File: src/rtl/biriscv_csr_issue_arb.sv
// ---------------------------------------------------------------------------
// biriscv_csr_issue_arb
//
// Shares the single CSR execution unit between the two issue lanes of the
// dual-issue pipeline. At most one CSR-class instruction is granted per
// cycle, always oldest-first (lane 0 ahead of lane 1). Any instruction that
// can alter CSR or privilege state puts the arbiter into DRAIN, which blocks
// further CSR issue until that instruction has reached writeback.
//
// Ports:
//   clk_i, rst_i                 clock, synchronous active-high reset
//   laneN_valid_i                lane N presents a CSR-class instruction
//   laneN_opcode_i / _pc_i       lane N instruction word and PC
//   laneN_invalid_i              lane N instruction decoded as illegal
//   laneN_ra_operand_i           lane N rs1 value
//   stall_i                      pipeline stall: no issue, drain holds
//   flush_i                      pipeline flush: back to IDLE, no issue
//   laneN_accept_o               lane N issued this cycle
//   csr_*_o                      granted lane's fields to the CSR unit
//                                (all zero when nothing is granted)
//   csr_lane_o                   which lane was granted
//   busy_o                       arbiter is draining a serialising op
//   blocked_cycles_o             saturating count of cycles in which a
//                                valid lane was left unissued
// ---------------------------------------------------------------------------
module biriscv_csr_issue_arb #(
    parameter int DRAIN_CYCLES = 3
) (
    input  logic        clk_i,
    input  logic        rst_i,
    input  logic        lane0_valid_i,
    input  logic [31:0] lane0_opcode_i,
    input  logic [31:0] lane0_pc_i,
    input  logic        lane0_invalid_i,
    input  logic [31:0] lane0_ra_operand_i,
    input  logic        lane1_valid_i,
    input  logic [31:0] lane1_opcode_i,
    input  logic [31:0] lane1_pc_i,
    input  logic        lane1_invalid_i,
    input  logic [31:0] lane1_ra_operand_i,
    input  logic        stall_i,
    input  logic        flush_i,
    output logic        lane0_accept_o,
    output logic        lane1_accept_o,
    output logic        csr_valid_o,
    output logic [31:0] csr_opcode_o,
    output logic [31:0] csr_pc_o,
    output logic        csr_invalid_o,
    output logic [4:0]  csr_rd_idx_o,
    output logic [4:0]  csr_ra_idx_o,
    output logic [4:0]  csr_rb_idx_o,
    output logic [31:0] csr_ra_operand_o,
    output logic        csr_lane_o,
    output logic        busy_o,
    output logic [31:0] blocked_cycles_o
);

    localparam logic [0:0] STATE_IDLE  = 1'b0;
    localparam logic [0:0] STATE_DRAIN = 1'b1;

    localparam logic [3:0]  DRAIN_LOAD = 4'(DRAIN_CYCLES);

    localparam logic [31:0] INST_ECALL  = 32'h0000_0073;
    localparam logic [31:0] INST_EBREAK = 32'h0010_0073;
    localparam logic [31:0] INST_MRET   = 32'h3020_0073;
    localparam logic [31:0] INST_WFI    = 32'h1050_0073;

    logic [0:0]  state_q;
    logic [3:0]  drain_q;
    logic [31:0] blocked_q;
    logic        grant_en;
    logic        grant_serialising;
    logic        blocked_now;

    // Decide whether an instruction may change CSR or privilege state. Set and
    // clear forms with rs1/uimm of zero are pure reads and may issue freely;
    // illegal instructions are treated as serialising because they trap.
    function automatic logic is_serialising(input logic [31:0] op, input logic inv);
        logic is_system;
        logic is_csr_write;
        logic is_csr_setclr;
        logic is_priv;
        logic is_fencei;
        is_system     = (op[6:0] == 7'b1110011);
        is_csr_write  = is_system && ((op[14:12] == 3'b001) || (op[14:12] == 3'b101));
        is_csr_setclr = is_system && op[13] && (op[19:15] != 5'd0);
        is_priv       = (op == INST_ECALL) || (op == INST_EBREAK) ||
                        (op == INST_MRET)  || (op == INST_WFI);
        is_fencei     = (op[6:0] == 7'b0001111) && (op[14:12] == 3'b001);
        return inv || is_csr_write || is_csr_setclr || is_priv || is_fencei;
    endfunction

    // Issue is only possible from IDLE in a cycle that is not stalled,
    // flushed or in reset; lane 1 only goes when lane 0 has nothing, which
    // keeps CSR side effects in program order.
    assign grant_en       = (state_q == STATE_IDLE) && !stall_i && !flush_i && !rst_i;
    assign lane0_accept_o = grant_en && lane0_valid_i;
    assign lane1_accept_o = grant_en && lane1_valid_i && !lane0_valid_i;
    assign csr_valid_o    = lane0_accept_o | lane1_accept_o;
    assign busy_o         = (state_q == STATE_DRAIN);
    assign blocked_cycles_o = blocked_q;

    // Steer the granted lane onto the CSR unit inputs; everything is driven
    // to zero when no lane is granted so the unit sees a clean idle bus.
    always_comb begin
        csr_opcode_o     = 32'd0;
        csr_pc_o         = 32'd0;
        csr_invalid_o    = 1'b0;
        csr_ra_operand_o = 32'd0;
        csr_lane_o       = 1'b0;
        if (lane0_accept_o) begin
            csr_opcode_o     = lane0_opcode_i;
            csr_pc_o         = lane0_pc_i;
            csr_invalid_o    = lane0_invalid_i;
            csr_ra_operand_o = lane0_ra_operand_i;
        end else if (lane1_accept_o) begin
            csr_opcode_o     = lane1_opcode_i;
            csr_pc_o         = lane1_pc_i;
            csr_invalid_o    = lane1_invalid_i;
            csr_ra_operand_o = lane1_ra_operand_i;
            csr_lane_o       = 1'b1;
        end
    end

    assign csr_rd_idx_o = csr_opcode_o[11:7];
    assign csr_ra_idx_o = csr_opcode_o[19:15];
    assign csr_rb_idx_o = csr_opcode_o[24:20];

    assign grant_serialising = csr_valid_o && is_serialising(csr_opcode_o, csr_invalid_o);

    // IDLE/DRAIN control. A serialising grant loads the drain counter, which
    // only advances on unstalled cycles so the blockout tracks the real
    // progress of the instruction to writeback. Flush abandons the drain
    // since the in-flight instruction is being discarded or has already
    // redirected the pipeline.
    always_ff @(posedge clk_i) begin
        if (rst_i || flush_i) begin
            state_q <= STATE_IDLE;
            drain_q <= 4'd0;
        end else if (state_q == STATE_IDLE) begin
            if (grant_serialising) begin
                state_q <= STATE_DRAIN;
                drain_q <= DRAIN_LOAD;
            end
        end else if (!stall_i) begin
            drain_q <= drain_q - 4'd1;
            if (drain_q == 4'd1) begin
                state_q <= STATE_IDLE;
            end
        end
    end

    assign blocked_now = !flush_i &&
                         ((lane0_valid_i && !lane0_accept_o) ||
                          (lane1_valid_i && !lane1_accept_o));

    // Performance counter of lost issue opportunities; it sticks at all-ones
    // rather than wrapping so long runs never report a misleading small value.
    always_ff @(posedge clk_i) begin
        if (rst_i) begin
            blocked_q <= 32'd0;
        end else if (blocked_now && (blocked_q != 32'hFFFF_FFFF)) begin
            blocked_q <= blocked_q + 32'd1;
        end
    end

endmodule

File: config.mk
export PLATFORM = sky130hd
export DESIGN_NAME = biriscv_csr_issue_arb
export DESIGN_NICKNAME = d
export VERILOG_FILES = /design/src/rtl/biriscv_csr_issue_arb.sv
export SDC_FILE = /design/constraint.sdc
export NUM_CORES = 1
export LEC_CHECK = 0
export ABC_AREA = 1
export BUFFER_PORTS_ARGS = -buffer_cell sky130_fd_sc_hd__buf_2
export CAP_MARGIN = 30
export CORE_AREA = 5 5 131 133
export CTS_BUF_LIST = sky130_fd_sc_hd__clkbuf_8 sky130_fd_sc_hd__clkbuf_16
export DETAILED_ROUTE_END_ITERATION = 8
export DIE_AREA = 0 0 136 138
export SKIP_LAST_GASP = 1
export SYNTH_ARGS = -nofsm -noshare
export SYNTH_HDL_FRONTEND = slang
export SYNTH_SLANG_ARGS = --single-unit
File: constraint.sdc
create_clock -name clk_i -period 2.7 [get_ports clk_i]
set_clock_uncertainty 0.15 [all_clocks]
set_input_delay 0.54 -clock clk_i [delete_from_list [all_inputs] [get_ports clk_i]]
set_output_delay 0.54 -clock clk_i [all_outputs]
set_load 0.02 [all_outputs]
# Yosys cells after proc, flatten, opt, wreduce, memory -nomap -nowiden
# Index checks and enable logic that the tools add are counted.
[op_classes] addsub=2 eq_ne=11 n_mux=17 bitwise_logic=2 reduce_logical=34
[ops] cell="2-to-1 mux 32 bit" count=6
[ops] cell="adder 32 x 1 -> 32 bit (second input constant)" count=1
[ops] cell="equality test 32 x 21 -> 1 bit (second input constant)" count=1
[ops] cell="equality test 32 x 29 -> 1 bit (second input constant)" count=1
[ops] cell="equality test 32 x 30 -> 1 bit (second input constant)" count=1
[ops] cell="equality test 32 x 7 -> 1 bit (second input constant)" count=1
[ops] cell="!= test 32 bit (second input constant)" count=1
[ops] cell="logical AND 1 bit" count=15
[ops] cell="2-to-1 mux 4 bit" count=3
[ops] cell="logical OR 1 bit" count=10
[ops] cell="2-to-1 mux 1 bit" count=8
[ops] cell="equality test 7 x 4 -> 1 bit (second input constant)" count=1
[ops] cell="equality test 7 bit (second input constant)" count=1
[ops] cell="logical NOT 1 bit" count=6
[ops] cell="nonzero test 5 bit" count=1
[ops] cell="equality test 4 x 1 -> 1 bit (second input constant)" count=1
[ops] cell="subtractor 4 x 1 -> 4 bit (second input constant)" count=1
[ops] cell="equality test 3 x 1 -> 1 bit (second input constant)" count=1
[ops] cell="equality test 3 bit (second input constant)" count=1
[ops] cell="!= test 2 bit (second input constant)" count=1
[ops] cell="AND reduction 2 bit" count=1
[ops] cell="nonzero test 2 bit" count=1
[ops] cell="inverter 1 bit" count=1
[ops] cell="bitwise OR 1 bit" count=1
[word_totals] ff_bits=37 in_bits=200 output_inout_bits=149 wordCells=69

# Depth between registers and ports, before layout
[depth] word_depth=18 depth_mapped=17 depth_no_buf=17

# Worst setup path after synthesis
# OpenSTA, ideal clock, no wires.
[synth_timing] kind="input port to output port" startpoint="in rst_i" endpoint="out csr_pc_o[10]" arrival_ns=1.983 required_time_ns=2.010 setup_slack_ns=0.027 stages=8 n_path_buf=4 path_cell_list="buf_6 -> nor2_8 -> nand2_4 -> nor2_4 -> buf_6 -> clkbuf_1 -> buf_1 -> a22o_1"
[synth_between] elab_chain_len=6
[synth_rtl] element="from (decl)" line_no="30" rtl="input logic rst_i,"
[synth_rtl] element="logical NOT 1 bit (*)" line_no="96" rtl="assign grant_en = (state_q == STATE_IDLE) && !stall_i && !flush_i && !rst_i;"
[synth_rtl] element="logical AND 1 bit (*)" line_no="96"
[synth_rtl] element="logical AND 1 bit (2 in a row)" line_no="98" rtl="assign lane1_accept_o = grant_en && lane1_valid_i && !lane0_valid_i;"
[synth_rtl] element="2-to-1 mux 32 bit" line_no="116" rtl="end else if (lane1_accept_o) begin"
[synth_rtl] element="2-to-1 mux 32 bit (*)" line_no="111" rtl="if (lane0_accept_o) begin"
[synth_rtl] element="to (decl)" line_no="47" rtl="output logic [31:0] csr_pc_o,"
# Every way passes the cells marked *; elsewhere a longest branch is shown, timed or not.

# Worst setup path after layout
[layout_timing] startpoint="in flush_i" endpoint="out csr_pc_o[1]"
[layout_between] elab_chain_len=7
[layout_rtl] element="from (decl)" line_no="42" rtl="input logic flush_i,"
[layout_rtl] element="logical NOT 1 bit (*)" line_no="96"
[layout_rtl] element="logical AND 1 bit (*) (2 in a row)" line_no="96"
[layout_rtl] element="logical AND 1 bit (2 in a row)" line_no="98"
[layout_rtl] element="2-to-1 mux 32 bit" line_no="116"
[layout_rtl] element="2-to-1 mux 32 bit (*)" line_no="111"
# Marks and branches as above.

==> summary.md <==
| Metric | Value |
|---|---|
| CP max stage delay | `240 ps` |
| Max Cap Viol | `0` |
| VDD IR-drop max | `0.209 mV` |
| Final Critical Period | `2590 ps` |
| Clock insertion delay at the later pin of the skew report | `280 ps` |
| Global-route wire length before repair | `31.7 mm` |
| Crit path top cell by count | `buf_2` |
| R2R setup slack | `390 ps` |
| Commonest non-fill, non-tap cells in the layout | `buf_2 (348), nand2_1 (121), inv_1 (77), a22o_1 (64), nor2_1 (54)` |
| Residual DRC | `0` |
| Status | `finished clean` |
| Cell Rows | `46` |
| RSZ-0062 raised after global routing | `no` |
| Largest delay share family, worst path | `buffers and inverters` |
| Final ANT Viol Nets | `0` |
| Sequential fraction of the synthesis area | `0.201` |
| Reg clk slew, reported paths | `60 ps` |
| RePlAce Congestion | `0.953` |
| Most common cell after layout, fill and taps aside | `buf_2` |
| Post-Route WL | `22.5 mm` |
| CP Capture Type | `output pin` |
| Die width | `136 um` |
| Final Hold Fails | `0` |
| Cell Area, Placed | `5650 um2` |
| Crit path launch type | `input port` |
| CTS Root Cell | `clkbuf_16` |
| Via Count | `5380` |
| Highest routed layer | `met5` |
| Sw Share | `0.298` |
| Kind of critical path | `in2out` |
| Post-CTS Setup Inserts | `0` |
| Hold WS | `340 ps` |
| Total Routing Usage GR | `0.222` |
| TritonCTS clock tree | `yes` |
| Power Internal | `1.18 mW` |
| Vias in the first global route | `5089` |
| TritonCTS Sinks | `37` |
| Nets | `1113` |
| Sequential power share | `0.329` |
| CTS Buf Count | `5` |
| Synthesized cell area | `3690 um2` |
| Tcrit/Tclk final | `0.957` |
| Design Area, Final | `5830 um2` |
| Final setup vio count | `0` |
| Final core occ | `0.371` |
| Hold_buf cts | `0` |
| Syn_nets | `779` |
| Top cell type's share of synthesized area | `0.201` |
| Buffers on Ports | `348` |
| Yosys warnings | `0` |
| Clk buf depth | `2` |
| Worst path arrival time | `1900 ps` |
| Fmax | `387 MHz` |
| Share of cells above drive strength 1 | `0.453` |
| Setup TNS | `0 ps` |
| Leakage Power | `3.26 nW` |
| Yosys top cell by area | `dfxtp_1` |
| Synth cell types | `44` |
| Combinational power share | `0.273` |
| CP Max Fanout | `40` |
| Layout overhead on the synthesized area | `57.9%` |
| Fill count | `1749` |
| Slew Viols, Final | `0` |
| Worst Hold Class | `reg2reg` |
| Worst Path Required | `2010 ps` |
| Syn Inst Count | `576` |
| Worst path cell trace | `buf_2 > nor2_8 > nand2_4 > nor2_4 > buf_12 > buf_4 > a22o_1 > buf_2` |
| Die area | `18800 um2` |
| Syn avg cell area | `6.41 um2` |
| Sw Pwr | `0.501 mW` |
| Per-cell routed wire length | `19.9 um` |
| Starting DRT DRC Count | `298` |
| Drt pass-1 iters | `4` |
| Worst path bufs/invs | `4` |
| CTS H-tree depth | `2` |
| Initial Util | `0.235` |
| Crit-path slowest cell | `buf_4` |
| Core area | `15700 um2` |
| Largest net degree at the start of global routing | `41` |
| DP HPWL | `19.7 mm` |
| WL met2 | `10.6 mm` |
| Die Ht | `138 um` |
| WL met1 | `8.39 mm` |
| Relative slew slack | `0.659` |
| Synth area leaders | `dfxtp_1 (20%), a22o_1 (15%), nand2_1 (12%)` |
| IO Count | `349` |
| Yosys reg bits | `37` |
| Gr ovfl total | `0` |
| Power Dens Cells | `288 nW/um2` |
| Clk network pwr share | `0.398` |
| Resized cells post-CTS | `0` |
| Initial antenna violation count | `25` |
| Met3 WL | `2.90 mm` |
| Slew @ Worst Pin | `509 ps` |
| Drt via density | `4.76` |
[metal layers]
layer,track usage,vias up
li1,-,2626
met1,0.253,2385
met2,0.379,283
met3,0.0991,56
met4,0.0541,30
met5,0,-
[worst min-delay path, delay by kind of cell, from the launching register on]
family / cells / cell delay [ps]
flip-flops: 1 / 330
buffers and inverters: 1 / 60
AO/OA/AOI/OAI: 1 / 60
[layout make-up]
type / count / area [um2] / share of cell area
Timing Repair Buffer: 372 / 1960 / 0.336
Antenna cell: 4 / 10.0 / 0.00172
Tap cell: 216 / 270 / 0.0464
Sequential cell: 37 / 741 / 0.127
Clock buffer: 5 / 125 / 0.0215
Inverter: 81 / 304 / 0.0521
Clock inverter: 3 / 42.5 / 0.00730
Multi-Input combinational cell: 413 / 2380 / 0.408
[power groups by stage]
stage          Combinational (mW)  Clock, mW  Sequential [mW]
2_1_floorplan               0.209          0            0.568
3_3_place_gp                0.459          0            0.565
3_5_place_dp                0.459          0            0.565
4_1_cts                     0.462      0.687            0.553
5_1_grt                     0.494      0.707            0.553
6_report                    0.460      0.669            0.553
[synthesized netlist by cell type, drive strengths merged]
cell type,instances
nand2,130
nor3,12
nor2,66
o21ba,1
dfxtp,37
a21oi,31
xor2,3
a41oi,1
clkinv,4
nor4,5
clkbuf,11
ha,3
nand3,18
o21a,9
nor4b,1
nor3b,4
o22ai,1
a22oi,1
a31oi,4
or4,1
inv,77
buf,34
nand3b,1
o21ai,17
nand4,40
a22o,64
[through the flow]
step                power (mW)  setup WS (ps)  cells
floorplan                0.777           27.0    576
global placement          1.02            132   1119
detailed placement        1.02           94.5   1119
CTS                       1.70            132   1127
global route              1.75           29.9   1131
finish                    1.68            115   1131
[kinds of logic (layout without fill, tap and decap cells)]
family | count (synthesis) | in the layout | share of synthesized area
AO/OA/AOI/OAI | 129 | 129 | 0.256
adder cells (fa/ha/maj) | 3 | 3 | 0.0102
flip-flops | 37 | 37 | 0.201
AND/OR/NAND/NOR | 278 | 278 | 0.371
buffers and inverters | 126 | 461 | 0.155
XOR/XNOR | 3 | 3 | 0.00712
other | 0 | 4 | 0
[registers in the layout, indices dropped and copies added (netlist names)]
name and count:
busy_o 1, blocked_cycles_o 32, drain_q 4
[worst paths after layout]
path | start | end | cells after the start
setup / recovery | flush_i | csr_pc_o[1] | 8
hold / removal | blocked_cycles_o[5]$_SDFFE_PP0P_ | blocked_cycles_o[5]$_SDFFE_PP0P_ | 2
setup reg to reg | busy_o$_SDFF_PP0_ | drain_q[1]$_SDFFE_PP0P_ | 15
hold reg to reg | blocked_cycles_o[5]$_SDFFE_PP0P_ | blocked_cycles_o[5]$_SDFFE_PP0P_ | 2
Power figures use the tool's default switching activity.
